`config.mk`:
```
export PLATFORM = sky130hd
export DESIGN_NAME = alu_issue_stage
export DESIGN_NICKNAME = d
export VERILOG_FILES = /design/src/rtl/alu_issue_stage.sv
export SDC_FILE = /design/constraint.sdc
export NUM_CORES = 1
export LEC_CHECK = 0
export CORE_MARGIN = 1.5
export CORE_UTILIZATION = 65
export CTS_CLUSTER_SIZE = 20
export DETAILED_ROUTE_END_ITERATION = 8
export DONT_BUFFER_PORTS = 1
export PLACE_DENSITY = 0.79
export RECOVER_POWER = 100
export SYNTH_ARGS = -nofsm -noshare
export SYNTH_HDL_FRONTEND = slang
export SYNTH_SLANG_ARGS = --single-unit
```
`constraint.sdc`:
```
create_clock -name i_clk -period 3.1 [get_ports i_clk]
set_input_delay 0.465 -clock i_clk [delete_from_list [all_inputs] [get_ports i_clk]]
set_output_delay 0.465 -clock i_clk [all_outputs]
set_load 0.005 [all_outputs]
```
`src/rtl/alu_issue_stage.sv`:
```
// rtl/alu_issue_stage.sv - operand issue and writeback stage around an external 32-bit ALU
//
// Purpose:
//   Accepts decoded instructions over a valid/ready handshake, resolves operands
//   from an internal register file (with bypass from the in-flight result),
//   registers the ALU inputs (E stage), then retires the ALU result into the
//   register file and the wb_* registers (W stage).
//
// Ports:
//   i_clk, i_rst_n                 clock, asynchronous active-low reset
//   i_in_valid / o_in_ready        instruction handshake (o_in_ready = !i_hold)
//   i_in_rd, i_in_rs1, i_in_rs2    destination / source register addresses
//   i_in_op, i_in_shift            ALU operation and left-shift amount
//   i_in_use_imm, i_in_imm         select zero-extended immediate as operand b
//   i_hold                         pipeline freeze
//   o_alu_a, o_alu_b, o_alu_op, o_alu_shift   registered ALU inputs
//   i_alu_out                      combinational ALU result
//   o_wb_valid, o_wb_rd, o_wb_data retired-result report
//   i_dbg_raddr / o_dbg_rdata      combinational register-file debug read

module alu_issue_stage #(
    parameter int NREG_W = 4
) (
    input  logic              i_clk,
    input  logic              i_rst_n,
    input  logic              i_in_valid,
    output logic              o_in_ready,
    input  logic [NREG_W-1:0] i_in_rd,
    input  logic [NREG_W-1:0] i_in_rs1,
    input  logic [NREG_W-1:0] i_in_rs2,
    input  logic [1:0]        i_in_op,
    input  logic [3:0]        i_in_shift,
    input  logic              i_in_use_imm,
    input  logic [15:0]       i_in_imm,
    input  logic              i_hold,
    output logic [31:0]       o_alu_a,
    output logic [31:0]       o_alu_b,
    output logic [1:0]        o_alu_op,
    output logic [3:0]        o_alu_shift,
    input  logic [31:0]       i_alu_out,
    output logic              o_wb_valid,
    output logic [NREG_W-1:0] o_wb_rd,
    output logic [31:0]       o_wb_data,
    input  logic [NREG_W-1:0] i_dbg_raddr,
    output logic [31:0]       o_dbg_rdata
);

    localparam int NREG = 1 << NREG_W;

    logic [31:0]       r_rf [NREG];
    logic [31:0]       r_alu_a;
    logic [31:0]       r_alu_b;
    logic [1:0]        r_alu_op;
    logic [3:0]        r_alu_shift;
    logic [NREG_W-1:0] r_e_rd;
    logic              r_e_valid;
    logic              r_wb_valid;
    logic [NREG_W-1:0] r_wb_rd;
    logic [31:0]       r_wb_data;

    logic              w_accept;
    logic [31:0]       w_rs1_val;
    logic [31:0]       w_rs2_val;
    logic [31:0]       w_op_b;

    assign o_in_ready = !i_hold;
    assign w_accept   = i_in_valid && !i_hold;

    // Operand resolution. The in-flight E result is not yet in the register
    // file, so a matching source takes alu_out directly; r0 never bypasses
    // because a nonzero rs can only match a nonzero e_rd.
    always_comb begin
        w_rs1_val = 32'h0;
        if (i_in_rs1 != '0) begin
            if (r_e_valid && (r_e_rd == i_in_rs1)) begin
                w_rs1_val = i_alu_out;
            end else begin
                w_rs1_val = r_rf[i_in_rs1];
            end
        end
    end

    always_comb begin
        w_rs2_val = 32'h0;
        if (i_in_rs2 != '0) begin
            if (r_e_valid && (r_e_rd == i_in_rs2)) begin
                w_rs2_val = i_alu_out;
            end else begin
                w_rs2_val = r_rf[i_in_rs2];
            end
        end
    end

    assign w_op_b = i_in_use_imm ? {16'h0, i_in_imm} : w_rs2_val;

    always_ff @(posedge i_clk or negedge i_rst_n) begin
        if (!i_rst_n) begin
            for (int i = 0; i < NREG; i++) begin
                r_rf[i] <= 32'h0;
            end
            r_alu_a     <= 32'h0;
            r_alu_b     <= 32'h0;
            r_alu_op    <= 2'b00;
            r_alu_shift <= 4'h0;
            r_e_rd      <= '0;
            r_e_valid   <= 1'b0;
            r_wb_valid  <= 1'b0;
            r_wb_rd     <= '0;
            r_wb_data   <= 32'h0;
        end else if (i_hold) begin
            // Everything freezes except the retire strobe, which must not
            // repeat while the pipeline is stalled.
            r_wb_valid <= 1'b0;
        end else begin
            if (w_accept) begin
                r_alu_a     <= w_rs1_val;
                r_alu_b     <= w_op_b;
                r_alu_op    <= i_in_op;
                r_alu_shift <= i_in_shift;
                r_e_rd      <= i_in_rd;
                r_e_valid   <= 1'b1;
            end else begin
                r_e_valid   <= 1'b0;
            end

            // Retirement is reported even for rd 0; only the write is dropped.
            if (r_e_valid) begin
                if (r_e_rd != '0) begin
                    r_rf[r_e_rd] <= i_alu_out;
                end
                r_wb_valid <= 1'b1;
                r_wb_rd    <= r_e_rd;
                r_wb_data  <= i_alu_out;
            end else begin
                r_wb_valid <= 1'b0;
            end
        end
    end

    assign o_alu_a     = r_alu_a;
    assign o_alu_b     = r_alu_b;
    assign o_alu_op    = r_alu_op;
    assign o_alu_shift = r_alu_shift;
    assign o_wb_valid  = r_wb_valid;
    assign o_wb_rd     = r_wb_rd;
    assign o_wb_data   = r_wb_data;
    assign o_dbg_rdata = (i_dbg_raddr == '0) ? 32'h0 : r_rf[i_dbg_raddr];

endmodule

```
* After elaboration in Yosys (flattened, before gate mapping)
Index checks and enable logic that the tools add are counted.
** Word-level totals
- Bits in registers :: 624
- Memories :: 0
- Word-level logic and storage cells :: 70
- ROM bits :: 0
- Latch bits :: 0
- Memory bits (writable) :: 0
- Output and inout port bits :: 140
** Operators by class
- Add/subtract/negate cells :: 0
- Mux-type cells :: 21
- Bitwise operators :: 5
- Multiply operators :: 0
- Equality and inequality tests :: 2
- Reductions and logical operators :: 12
- Magnitude comparators :: 5
- Divide/modulo/power cells :: 0
- Shift operators :: 0
** Operator list (number)
- bitwise mux 512 bit :: 1
- two-way mux 32 bit :: 13
- binary-select mux 32 bit (select 4 bit) :: 3
- demux 32 bit (select 4 bit) :: 1
- >= comparator 5 bit (second input constant) :: 4
- NOT 4 -> 5 bit :: 4
- nonzero test 4 bit :: 3
- == test 4 bit :: 2
- less-than comparator 5 x 1 -> 1 bit (second input constant) :: 1
- logical AND 1 bit :: 4
- logical NOT 4 bit :: 1
- AND reduction 2 bit :: 2
- two-way mux 1 bit :: 3
- AND reduction 3 bit :: 1
- logical NOT 1 bit :: 1
- NOT 1 bit :: 1

* Longest topological paths before layout
- Depth in word-level cells :: 7
- Gate-level depth with buffers :: 8
- Depth with buffers taken out :: 5

* Worst setup path after synthesis
No wires, ideal clock.
- Path type :: input to output
- From :: input i_dbg_raddr[0]
- To :: output o_dbg_rdata[10]
- Required time :: 2.635 ns
- Buffers on the path :: 3
- Setup slack :: 0.846 ns
- Arrival :: 1.789 ns
- Stages :: 6
- Cells stage by stage :: buf_4 buf_4 buf_4 mux4_2 mux2i_1 a211oi_1
** On the way
- Longest elaborated chain between the ends :: 5
** RTL lines
- start: declaration :: RTL line 44 : input logic [NREG_W-1:0] i_dbg_raddr,
- NOT 4 -> 5 bit (not written as such) :: RTL line 147 : assign o_dbg_rdata = (i_dbg_raddr == '0) ? 32'h0 : r_rf[i_dbg_raddr];
- binary-select mux 32 bit (select 4 bit) :: RTL line 147
- two-way mux 32 bit (not written as such) (2 in series) :: RTL line 147
- two-way mux 32 bit (*) :: RTL line 147
- end: declaration :: RTL line 45 : output logic [31:0] o_dbg_rdata
Every way passes the cells marked *; elsewhere a longest branch is shown, timed or not. The select of a mux whose other input is x is not followed.

* Worst setup path after layout
- From :: register r_e_valid
- To :: register r_rf[149] (netlist name)
** On the way
- Longest elaborated chain between the ends :: 1
** RTL lines
- start: declaration :: RTL line 56 : logic r_e_valid;
- start signal: assignment :: RTL line 106 : r_e_valid <= 1'b0;
- start signal: assignment :: RTL line 121 : r_e_valid <= 1'b1;
- start signal: assignment :: RTL line 123 : r_e_valid <= 1'b0;
- AND reduction 3 bit (no line)
- end signal: indexed assignment :: RTL line 129 : r_rf[r_e_rd] <= i_alu_out;
- end: declaration :: RTL line 50 : logic [31:0] r_rf [NREG];
No other way between the ends.
A chain may end at the register's enable or synchronous reset.

==> impl_metrics.env <==
export IMPL_coreArea_um2=54030
export IMPL_grtUsageMet1=0.5023
export IMPL_via_per_inst=7.803
export IMPL_avgRoutedWirePerCell_um=33.81
export IMPL_reg2reg_from="r_e_valid"
export IMPL_pin_count=215
export IMPL_crit_path_end_kind="flip-flop"
export IMPL_antenna_found_initial=2
export IMPL_clockPowerShare=0.315
export IMPL_cts_tree="built"
export IMPL_power_density_nw_per_um2=707.5
export IMPL_hold_violations=624
export IMPL_worstPathCellList="nand2b_2 > inv_1 > nand3_1 > nor2b_4 > clkbuf_1 > mux2_2"
export IMPL_post_cts_setup_buffers=0
export IMPL_relSlewSlack=0.06260
export IMPL_dpl_worst_slack_ns=0.3996
export IMPL_p_int_w=0.01967
export IMPL_worstSkewPairLatency_ns=0.61
export IMPL_wl_um=106500
export IMPL_crit_family="buffers and inverters"
export IMPL_layout_common_cells="624 x dfrtp_1, 470 x mux2_2, 384 x mux4_2, 164 x nand2_1, 94 x o22ai_1"
export IMPL_cpMaxStageDelayCell="clkbuf_1"
export IMPL_setup_violations=0
export IMPL_ys_seq_elements=624
export IMPL_die_height_um=237.2
export IMPL_grt_pass1_vias=25640
export IMPL_syn_inst=2513
export IMPL_final_layout_size_suffix_gt1_frac=0.4198
export IMPL_dpl_cell_area_um2=35680
export IMPL_synth_edf_count=0
export IMPL_start_util=0.6598
export IMPL_cap_viol_max_count=0
export IMPL_p_sw_w=0.007587
export IMPL_synth_area_um2=35650
export IMPL_pwr_share_seq=0.451
export IMPL_chipWidth_um=237.2
export IMPL_setup_tns_final_ns=0
export IMPL_nets=2478
export IMPL_fin_hold_ws_ns=-0.4431
export IMPL_vdd_drop_max_v=0.0005779
export IMPL_fin_skew_ns=0.02048
export IMPL_p_comb_frac=0.234
export IMPL_setup_ws_ns=0.2358
export IMPL_critPathLaunchType="flip-flop"
export IMPL_clk_root_buffer_cell="clkbuf_16"
export IMPL_ctsResizeCount=0
export IMPL_slew_violations=0
export IMPL_yosysTopAreaCellShare=0.4380
export IMPL_violations="hold timing"
export IMPL_synthTopCellsByArea="dfrtp_1 44%, mux4_2 24%, mux2_2 15%"
export IMPL_cts_hold_buffers=64
export IMPL_crit_arrival_ns=3.34
export IMPL_synth_cell_types=46
export IMPL_path_max_fanout=18
export IMPL_grt_ovfl_total=0
export IMPL_hpwl_um=58010
export IMPL_cp_required_ns=3.58
export IMPL_grt_max_degree=625
export IMPL_seq_area_frac_synth=0.4380
export IMPL_area_growth_pct=8.058
export IMPL_rsz0062_at_grt="false"
export IMPL_swShare=0.2784
export IMPL_clock_fmax_mhz=349.1
export IMPL_async_reset_ff_frac=1.000
export IMPL_yosysWarnings=0
export IMPL_final_common_cell="dfrtp_1"
export IMPL_clk_pin_slew_worst_paths_ns=0.06
export IMPL_grt_util_met3=0.09813
export IMPL_gp_congestion=0.8158
export IMPL_grt_pass1_wl_um=160800
export IMPL_io_buffers=0
export IMPL_p_leak_nw=16.64
export IMPL_hp_class="in2async"
export IMPL_dieArea_um2=56260
export IMPL_clock_sinks=624
export IMPL_grt_busiest_layer="met2"
export IMPL_rows=85
export IMPL_syn_nets=2588
export IMPL_final_core_util=0.7130
export IMPL_rrSetupSlack_ns=0.24
export IMPL_ys_flop_type="dfrtp_1"
export IMPL_grt_use_met2=0.6137
export IMPL_slowest_delay_ns=0.91
export IMPL_numCtsBuffers=68
export IMPL_track_usage=0.3873
export IMPL_fin_crit_ns=2.864
export IMPL_crit_type="reg2reg"
export IMPL_timing_final_crit_share=0.9239
export IMPL_status="finished with violations"
export IMPL_vias=24580
export IMPL_worst_path_buf_inv=2
export IMPL_yosysTopAreaCell="dfrtp_1"
export IMPL_drt_pass1_iterations=5
export IMPL_h_tree_depth=3
export IMPL_syn_area_per_cell_um2=14.19
export IMPL_postRouteAntennaNets=0
export IMPL_design_area_um2=38520
export IMPL_startpoint="r_e_valid"
export IMPL_drtIter0Drc=2730
export IMPL_tightest_slew_ns=1.406
export IMPL_cts_buffer_depth=3
export IMPL_drc=0
[registers in the layout (all words and copies together), names as in the netlist]
signal and flops:
r_e_valid 1, o_wb_rd 4, o_wb_data 32, o_wb_valid 1
o_alu_a 32, o_alu_b 32, r_e_rd 4, o_alu_op 2
r_rf 512, o_alu_shift 4
[path summary, 6_finish.rpt]
path,end,depth (start not counted)
min,r_rf[504],0
max in group asynchronous,r_rf[419],0
max reg2reg,r_rf[149],6
min in group i_clk,o_alu_a[1],1
min reg2reg,r_rf[484],0
max,r_rf[149],6
[per-layer routing]
layer	up-vias	wire length (um)
li1	9591	-
met1	12980	38110
met2	1665	51340
met3	346	11460
met4	0	5608
met5	-	0
[cell usage after synthesis, types with 2 or more instances]
library cell,n
a211oi_1,64
a21boi_0,16
a221o_1,47
a22o_1,32
a22oi_1,2
a41oi_1,16
and2_1,52
and3_1,3
buf_1,33
buf_2,58
buf_4,21
buf_6,18
clkbuf_1,161
clkbuf_2,2
dfrtp_1,624
inv_1,17
mux2_1,9
mux2_2,471
mux2i_1,48
mux4_2,384
nand2_1,168
nand2b_1,6
nand3_1,2
nor2_1,67
nor2b_1,39
nor3_1,3
nor4_2,2
o21ai_0,16
o221ai_1,16
o22ai_1,94
xnor2_1,5
xor2_1,3
[worst reg2reg max path: stages, from the launching register on]
cell	delay [ns]
dfrtp_1	0.45
nand2b_2	0.29
inv_1	0.20
nand3_1	0.26
nor2b_4	0.19
clkbuf_1	0.91
mux2_2	0.45
[layout make-up]
cell class / instances / area [um2]
Sequential cell: 624 / 15620
Timing Repair Buffer: 113 / 967.2
Tap cell: 696 / 870.8
Clock buffer: 94 / 1971
Fill cell: 3465 / 15500
Clock inverter: 24 / 361.6
Inverter: 18 / 67.56
Multi-Input combinational cell: 1578 / 18660
Antenna cell: 3 / 7.507
[power by group through the flow]
stage	clock (W)	combinational (W)	sequential (W)
after floorplan	0	0.00555	0.0116
after global placement	0	0.00590	0.0120
after detailed placement	0	0.00615	0.0123
after CTS	0.00861	0.00636	0.0122
after global routing	0.00897	0.00675	0.0125
final	0.00859	0.00638	0.0123
[stage by stage]
step | power, W | hold WS, ns | cells
after CTS | 0.02714 | -0.4540 | 3147
after detailed placement | 0.01843 | 0.2062 | 2965
after global placement | 0.01788 | 0.2043 | 2965
final | 0.02725 | -0.4431 | 3150
after floorplan | 0.01711 | 0.1694 | 2513
after global routing | 0.02825 | -0.4600 | 3150
[cells by family (layout without fill, tap and decap cells)]
logic type      Yosys count  after routing  share of synthesized area
xor+xnor                  8              8                   0.001966
buf+inv                 311            249                    0.04085
mux                     912            912                     0.4077
other cells               0              3                          0
flops                   624            624                     0.4380
compound gates          309            309                    0.06640
simple gates            349            349                    0.04507
Power figures use the tool's default switching activity.
